[src/rtl/lsu_pkg.sv]
// Shared load/store definitions: op size encodings, store flag position and the
// alignment rule used by the address generation path.
package lsu_pkg;

    typedef enum logic [1:0] {
        SzByte = 2'b00,
        SzHalf = 2'b01,
        SzWord = 2'b10,
        SzRsvd = 2'b11
    } size_e;

    localparam int unsigned STORE_BIT = 4;

    // Reserved size is always flagged so the entry is trapped downstream.
    function automatic logic misaligned(input size_e size, input logic [1:0] addr_lo);
        logic mis;
        mis = 1'b1;
        unique case (size)
            SzByte: mis = 1'b0;
            SzHalf: mis = addr_lo[0];
            SzWord: mis = |addr_lo;
            SzRsvd: mis = 1'b1;
            default: mis = 1'b1;
        endcase
        return mis;
    endfunction

endpackage

[src/rtl/agu_fifo.sv]
// Request queue in front of the AGU: power-of-two ring buffer with a
// registered occupancy count and flush.
module agu_fifo #(
    parameter int unsigned WIDTH = 8,
    parameter int unsigned DEPTH = 4
) (
    input  logic                   clk,
    input  logic                   rst,
    input  logic                   flush,
    input  logic                   push,
    input  logic                   pop,
    input  logic [WIDTH-1:0]       wdata,
    output logic [WIDTH-1:0]       rdata,
    output logic [$clog2(DEPTH):0] count
);
    localparam int unsigned PW = $clog2(DEPTH);

    logic [WIDTH-1:0] mem [DEPTH];
    logic [PW-1:0]    wr_ptr_q, rd_ptr_q;
    logic [PW:0]      count_q;

    always_ff @(posedge clk) begin
        if (!rst) begin
            wr_ptr_q <= '0;
            rd_ptr_q <= '0;
            count_q  <= '0;
        end else if (flush) begin
            wr_ptr_q <= '0;
            rd_ptr_q <= '0;
            count_q  <= '0;
        end else begin
            if (push) wr_ptr_q <= wr_ptr_q + PW'(1);
            if (pop)  rd_ptr_q <= rd_ptr_q + PW'(1);
            unique case ({push, pop})
                2'b10:   count_q <= count_q + (PW+1)'(1);
                2'b01:   count_q <= count_q - (PW+1)'(1);
                default: count_q <= count_q;
            endcase
        end
    end

    // Storage is not reset; pointers and count alone define validity.
    always_ff @(posedge clk) begin
        if (push && rst && !flush) mem[wr_ptr_q] <= wdata;
    end

    assign rdata = mem[rd_ptr_q];
    assign count = count_q;

endmodule

[src/rtl/addr_gen_unit.sv]
// Address generation unit: queues requests, then registers base+offset with an
// alignment flag into a single output slot with valid/ready handshake.
module addr_gen_unit
    import lsu_pkg::*;
#(
    parameter int unsigned XLEN  = 32,
    parameter int unsigned ROB_W = 3,
    parameter int unsigned OP_W  = 5,
    parameter int unsigned DEPTH = 4
) (
    input  logic                   clk,
    input  logic                   rst,
    input  logic                   flush,
    input  logic                   in_valid,
    output logic                   in_ready,
    input  logic [XLEN-1:0]        in_base,
    input  logic [XLEN-1:0]        in_offset,
    input  logic [OP_W-1:0]        in_op,
    input  logic [ROB_W-1:0]       in_rob,
    input  logic [XLEN-1:0]        in_data,
    output logic                   out_valid,
    input  logic                   out_ready,
    output logic [XLEN-1:0]        out_addr,
    output logic [OP_W-1:0]        out_op,
    output logic [ROB_W-1:0]       out_rob,
    output logic [XLEN-1:0]        out_data,
    output logic                   out_misalign,
    output logic [$clog2(DEPTH):0] occupancy
);
    localparam int unsigned CW    = $clog2(DEPTH) + 1;
    localparam int unsigned WIDTH = 3 * XLEN + OP_W + ROB_W;

    logic [WIDTH-1:0] wdata, rdata;
    logic [CW-1:0]    count;
    logic             push, pop;
    logic [XLEN-1:0]  rd_base, rd_off, rd_data, sum;
    logic [OP_W-1:0]  rd_op;
    logic [ROB_W-1:0] rd_rob;

    logic             out_valid_q, out_mis_q;
    logic [XLEN-1:0]  out_addr_q, out_data_q;
    logic [OP_W-1:0]  out_op_q;
    logic [ROB_W-1:0] out_rob_q;

    // Readiness uses the registered count only; no credit for a same-cycle pop.
    assign in_ready = rst && (count < CW'(DEPTH));
    assign push     = in_valid && in_ready;
    assign pop      = (count != '0) && (!out_valid_q || out_ready);
    assign wdata    = {in_base, in_offset, in_op, in_rob, in_data};

    agu_fifo #(
        .WIDTH (WIDTH),
        .DEPTH (DEPTH)
    ) u_fifo (
        .clk   (clk),
        .rst   (rst),
        .flush (flush),
        .push  (push),
        .pop   (pop),
        .wdata (wdata),
        .rdata (rdata),
        .count (count)
    );

    assign rd_base = rdata[WIDTH-1 -: XLEN];
    assign rd_off  = rdata[WIDTH-XLEN-1 -: XLEN];
    assign rd_op   = rdata[XLEN+ROB_W +: OP_W];
    assign rd_rob  = rdata[XLEN +: ROB_W];
    assign rd_data = rdata[XLEN-1:0];
    assign sum     = rd_base + rd_off;

    always_ff @(posedge clk) begin
        if (!rst) begin
            out_valid_q <= 1'b0;
            out_addr_q  <= '0;
            out_op_q    <= '0;
            out_rob_q   <= '0;
            out_data_q  <= '0;
            out_mis_q   <= 1'b0;
        end else if (flush) begin
            out_valid_q <= 1'b0;
        end else if (pop) begin
            out_valid_q <= 1'b1;
            out_addr_q  <= sum;
            out_op_q    <= rd_op;
            out_rob_q   <= rd_rob;
            out_data_q  <= rd_data;
            out_mis_q   <= misaligned(size_e'(rd_op[1:0]), sum[1:0]);
        end else if (out_ready) begin
            out_valid_q <= 1'b0;
        end
    end

    assign out_valid    = out_valid_q;
    assign out_addr     = out_addr_q;
    assign out_op       = out_op_q;
    assign out_rob      = out_rob_q;
    assign out_data     = out_data_q;
    assign out_misalign = out_mis_q;
    assign occupancy    = count;

endmodule

[config.mk]
export PLATFORM = sky130hd
export DESIGN_NAME = addr_gen_unit
export DESIGN_NICKNAME = d
export VERILOG_FILES = /design/src/rtl/lsu_pkg.sv /design/src/rtl/agu_fifo.sv /design/src/rtl/addr_gen_unit.sv
export SDC_FILE = /design/constraint.sdc
export NUM_CORES = 1
export LEC_CHECK = 0
export BUFFER_PORTS_ARGS = -buffer_cell sky130_fd_sc_hd__buf_2
export CELL_PAD_IN_SITES_DETAIL_PLACEMENT = 2
export CELL_PAD_IN_SITES_GLOBAL_PLACEMENT = 2
export CORE_AREA = 10 10 292 294
export CTS_BUF_LIST = sky130_fd_sc_hd__clkbuf_2 sky130_fd_sc_hd__clkbuf_4 sky130_fd_sc_hd__clkbuf_8
export CTS_CLUSTER_SIZE = 25
export DETAILED_ROUTE_END_ITERATION = 16
export DIE_AREA = 0 0 302 304
export PLACE_DENSITY_LB_ADDON = 0.1
export SLEW_MARGIN = 30
export SYNTH_ARGS = -nofsm -noshare
export SYNTH_HDL_FRONTEND = slang
export SYNTH_SLANG_ARGS = --single-unit
[constraint.sdc]
create_clock -name clk -period 5.25 [get_ports clk]
set_clock_uncertainty 0.1 [all_clocks]
set_input_delay 0.525 -clock clk [delete_from_list [all_inputs] [get_ports clk]]
set_output_delay 0.525 -clock clk [all_outputs]
set_load 0.03 [all_outputs]
Word-level counts from Yosys, hierarchy flattened --
Memory sizes are Yosys's and may differ from the RTL's. A register that Yosys moved wholly into a read port is not among the register bits. Cells that the tools add are included. W data, S select, Z words.
Word-level totals: logic and storage cells 46, register bits 81, memories kept 1, memory bits (writable) 416
Cells by class: $add $sub $neg 5, multiplexer cells 8, $lt $le $gt $ge 1, bitwise gates (word level) 2, reduce and logical (&&, ||, !) cells 15, equal/unequal tests 5
Memories:
- u_fifo.mem | words 4, bits a word 104, read ports 1, clocked after memory_dff 1, wr ports 1, RTL line agu_fifo.sv:18 | logic [WIDTH-1:0] mem [DEPTH];
Operator list (number):
- $add A32 B32 Y32 | 1
- $eq A2 B2 Y1 const B | 3
- $pmux W3 S2 | 1
- $logic_and A1 B1 Y1 | 5
- $add A2 B1 Y2 const B | 2
- $eq A2 B1 Y1 const B | 2
- $mux W1 | 4
- $mux W2 | 2
- $pmux W1 S4 | 1
- $reduce_bool A2 Y1 | 2
- $reduce_or A2 Y1 | 2
- $add A3 B1 Y3 const B | 1
- $lt A3 B3 Y1 const B | 1
- $reduce_bool A3 Y1 | 1
- $sub A3 B1 Y3 const B | 1
- $logic_not A1 Y1 | 2
- $logic_not A2 Y1 | 1
- $not A1 Y1 | 2
- $reduce_and A2 Y1 | 1
- $logic_or A1 B1 Y1 | 1

Longest topological paths before layout --
depth after elaboration 7, mapped depth 14

Hierarchy --
A second synthesis with hierarchy kept.
Second synthesis, totals: cells, all modules 1176, area, all modules 20043.0 sq um
By module, submodules not included:
- agu_fifo | times used 1, cells each 591, area an instance 15459.8 sq um
- addr_gen_unit | times used 1, cells each 585, area an instance 4583.1 sq um

Least setup slack after synthesis --
No wires, ideal clock.
kind input -> register, from in rst, to mem u_fifo.mem[0][0] in the netlist's numbering (enable), arrival time 3880 ps, stages 5, slack 795 ps, data required time 4675 ps, path through inv_2 nor2_1 nand2_1 nor2_1 and2_1
On the way: cells in the longest elaborated chain, start to end 6
RTL lines:
- start: declaration | RTL line addr_gen_unit.sv:12 | input logic rst,
- $logic_and A1 B1 Y1 | RTL line addr_gen_unit.sv:46 | assign in_ready = rst && (count < CW'(DEPTH));
- via in_ready | RTL line addr_gen_unit.sv:15 | output logic in_ready,
- $logic_and A1 B1 Y1 | RTL line addr_gen_unit.sv:47 | assign push = in_valid && in_ready;
- $logic_and A1 B1 Y1 (2 in a row) | RTL line agu_fifo.sv:44 | if (push && rst && !flush) mem[wr_ptr_q] <= wdata;
- $mux W1 | RTL line agu_fifo.sv:44
- $mux W1 (implied by the code) | RTL line agu_fifo.sv:44
- end: declaration | RTL line agu_fifo.sv:18
The timed path passes the listed nets, and every way through them passes these cells.

==> impl_metrics.py <==
metrics = {
    "clocking": {
        "number_of_buffers_between_clock_root_and_the_deepest_sink": 3,
        "clock_slew_at_reported_path_ffs_ns": 0.06,
        "post_cts.resized_instances": 0,
        "clock_tree_from_tritoncts": "built",
        "clk-insertion-delay-late_ns": 0.69,
        "clock_root_buffer_master": "sky130_fd_sc_hd__clkbuf_8",
        "htree_num_levels": 3,
        "numCtsBuffers": 93,
        "cts.sink_count": 499,
    },
    "layout": {
        "final_core_utilization_pct": 31.3,
        "commonest_non_fill_non_tap_cell_in_the_layout": "sky130_fd_sc_hd__edfxtp_1",
        "stdcell_area_mm2": 0.0249,
        "fin_nets": 1667,
        "final_cell_mix": "sky130_fd_sc_hd__edfxtp_1 (416), sky130_fd_sc_hd__buf_2 (186), sky130_fd_sc_hd__nand2_1 (149)",
        "instances_no_fill": 2657,
        "drive_gt1_share_pct": 29.8,
        "area_growth_pct": 26.6,
    },
    "critical_path": {
        "reg2regPathDepth": 10,
        "worst_setup_path_end_kind": "flip-flop",
        "cp_common_cell": "sky130_fd_sc_hd__nand3_1",
        "timing.critical_path.slowest_stage_cell": "sky130_fd_sc_hd__dfxtp_4",
        "worst_setup_path_start_kind": "flip-flop",
        "critPathRequiredTime_ns": 5.71,
        "worst_setup_path_endpoint": "out_addr[28]$_SDFFE_PN0P_",
        "path_max_fanout": 48,
        "kind_of_critical_path": "reg -> reg",
        "worstPathCellList": "mux4_2, ha_1, fa_1, a211oi_1, o21ai_2, nand3_1, a211oi_2, a21oi_1, nand3_1, a32o_1",
        "critPathMaxStageDelay_ns": 0.90,
        "worstPathBufferInverterCount": 0,
        "r2r_slack_ns": 1.18,
        "worst_r2r_endpoint": "out_addr[28]$_SDFFE_PN0P_",
        "timing.critical_path.max_delay_family": "compound AO/OA/AOI/OAI gates",
        "wp_data_arrival_ns": 4.52,
        "timing.critical_path.depth": 10,
    },
    "power": {
        "power.ir.vdd_worst_mv": 0.161,
        "pwr_density_cell_mw_per_mm2": 360,
        "total_power_consumption_mw": 8.99,
        "p_leak_nw": 8.42,
    },
    "detailed_routing": {
        "post_drt_via_cell_ratio": 4.43,
        "detail_route.wl_per_cell_um": 22.2,
        "first_iter_violations": 399,
        "finalWirelength_um": 58900,
        "drt_pre_antenna_iters": 4,
        "route.detailed.drc": 0,
        "dr_total_vias": 11800,
        "ant_nets": 0,
    },
    "die": {
        "die_height_um": 304,
        "fp.dieArea_mm2": 0.0918,
        "placementRows": 104,
        "number_of_i_o_pins": 187,
        "width_of_the_die_um": 302,
        "initial_utilization_pct": 24.8,
        "core_mm2": 0.0796,
    },
    "logic_synthesis": {
        "synth.yosys.seq_area_share_pct": 71.8,
        "yosys.cell_types.count": 61,
        "synth_async_sr_flop_share_pct": 0,
        "synthFlopType": "sky130_fd_sc_hd__edfxtp_1",
        "syn-instance-count": 1168,
        "synth-seq-cells": 499,
        "syn-cell-area_mm2": 0.0197,
        "post_synth.cell_area_avg_um2": 16.9,
        "post_syn_nets": 1315,
        "synth.yosys.warnings": 0,
        "synth_enable_flop_cells": 416,
    },
    "placement": {
        "placed_insts": 2378,
        "gp_congestion": 0.694,
        "placed_cell_area_mm2": 0.0220,
        "numPortBuffers": 186,
        "dp_slack_ns": 1.12,
        "dp_hpwl_um": 37200,
    },
    "global_routing": {
        "gr-total-overflow": 0,
        "grt_max_degree": 105,
        "grtUsageTotal_pct": 12.8,
        "via_count_of_the_first_global_routing_pass": 13800,
        "grt_antenna_before_repair": 7,
        "grt_first_pass_wirelength_um": 88900,
    },
    "timing": {
        "setup_viol": 0,
        "maxSlewHeadroom_pct": 41.4,
        "finalHoldWorstSlack_ns": 0.0899,
        "grt_setup_unrepaired": "no",
        "report.final.hold_viol_count": 0,
        "fin_crit_sh_pct": 77.5,
        "finalSetupTns_ns": 0,
        "max_clock_freq_mhz": 246,
        "report.final.slew_viol_count": 0,
        "worst_margin_pin_slew_ns": 0.878,
        "layout_min_cycle_time_ns": 4.07,
        "finalWorstSetupSlack_ns": 1.18,
    },
    "hold_path": {
        "worst_min_delay_path_category": "in -> reg",
        "min_from": "rst",
    },
    "status": {
        "outcome": "finished, final reports clean",
    },
    "run": {
        "max-cap-violations": 0,
    },
}
## routing by layer
layer  share of wire (%)  global-route usage, %
met5               0.044                      0
met4                 2.3                   4.26
met3                 4.3                   2.78
met2                  52                   22.7
met1                  42                   15.1
## synthesized netlist by cell type (all sizes together), types with 3 or more instances
cell / n / area share [%]
a21boi: 4 / 0.15
nor3: 5 / 0.13
o21a: 8 / 0.30
or3: 7 / 0.22
xor2: 12 / 0.53
and2: 7 / 0.23
edfxtp: 416 / 63
a21oi: 101 / 2.6
ha: 36 / 2.3
o21ai: 33 / 0.88
a211oi: 6 / 0.25
mux4: 103 / 12
xnor2: 13 / 0.58
buf: 17 / 0.42
nand2b: 4 / 0.13
nand3b: 5 / 0.19
o211ai: 8 / 0.30
nor2: 31 / 0.59
nand3: 8 / 0.20
and3: 4 / 0.13
o21bai: 5 / 0.25
clkbuf: 36 / 0.69
nand4: 10 / 0.32
a32o: 3 / 0.15
nand2: 149 / 2.8
a31oi: 4 / 0.13
a211o: 3 / 0.13
a21o: 6 / 0.23
dfxtp: 83 / 8.4
inv: 14 / 0.27
## worst min path at each step
stage               cells past startpoint                               to  slack, ns
floorplan                               2  u_fifo.wr_ptr_q[1]$_SDFFE_PP0P_       0.37
global placement                        2         out_addr[7]$_SDFFE_PN0P_       0.34
detailed placement                      2         out_addr[3]$_SDFFE_PN0P_       0.35
CTS                                     3        out_addr[22]$_SDFFE_PN0P_      0.008
global route                            3        out_addr[22]$_SDFFE_PN0P_       0.05
finish                                  3        out_addr[24]$_SDFFE_PN0P_       0.09
## worst min-delay path: stages
cell                      delay, ns
sky130_fd_sc_hd__buf_2         0.15
sky130_fd_sc_hd__o21ai_0       0.09
sky130_fd_sc_hd__a31oi_1       0.04
## cell families (layout without fill, tap and decap cells)
kind of cell	Yosys count	in the layout	synth area share, %
flip-flops	499	499	71.8
AND/OR/NAND/NOR	237	237	5.24
AO/OA/AOI/OAI	198	198	6.17
multiplexers	104	104	11.8
buffers and inverters	67	492	1.37
adder cells (fa/ha/maj)	38	38	2.49
XOR/XNOR	25	25	1.11
other	0	4	0
## registers in the layout, indices dropped and copies added (netlist names), named ones only
register	flops
u_fifo.rd_ptr_q	2
u_fifo.count	3
out_valid	1
u_fifo.wr_ptr_q	2
u_fifo.mem	416
out_misalign	1
out_rob	3
out_op	5
out_addr	32
out_data	32
## what timing repair did
| item | 4_1_cts | 5_1_grt |
|---|---|---|
| endpoints found under the hold margin | 418 | 0 |
| buffers inserted | 0 | 0 |
| hold buffers | 106 | 0 |
## where the power goes
| group | switching, mW | internal [mW] |
|---|---|---|
| Sequential | 0.0347 | 4.35 |
| Clock | 1.71 | 2.11 |
| Combinational | 0.479 | 0.309 |
| Total | 2.22 | 6.77 |
## cell type report
type,count,area [µm²]
fill,8242,54700
sequential,499,14200
multi-input combinational,602,5310
timing repair buffer,310,2200
clock buffer,128,1580
tap,1060,1330
clock inverter,40,302
inverter,14,52.6
antenna,4,10.0
Note: power is estimated with default switching activity, not from simulation.
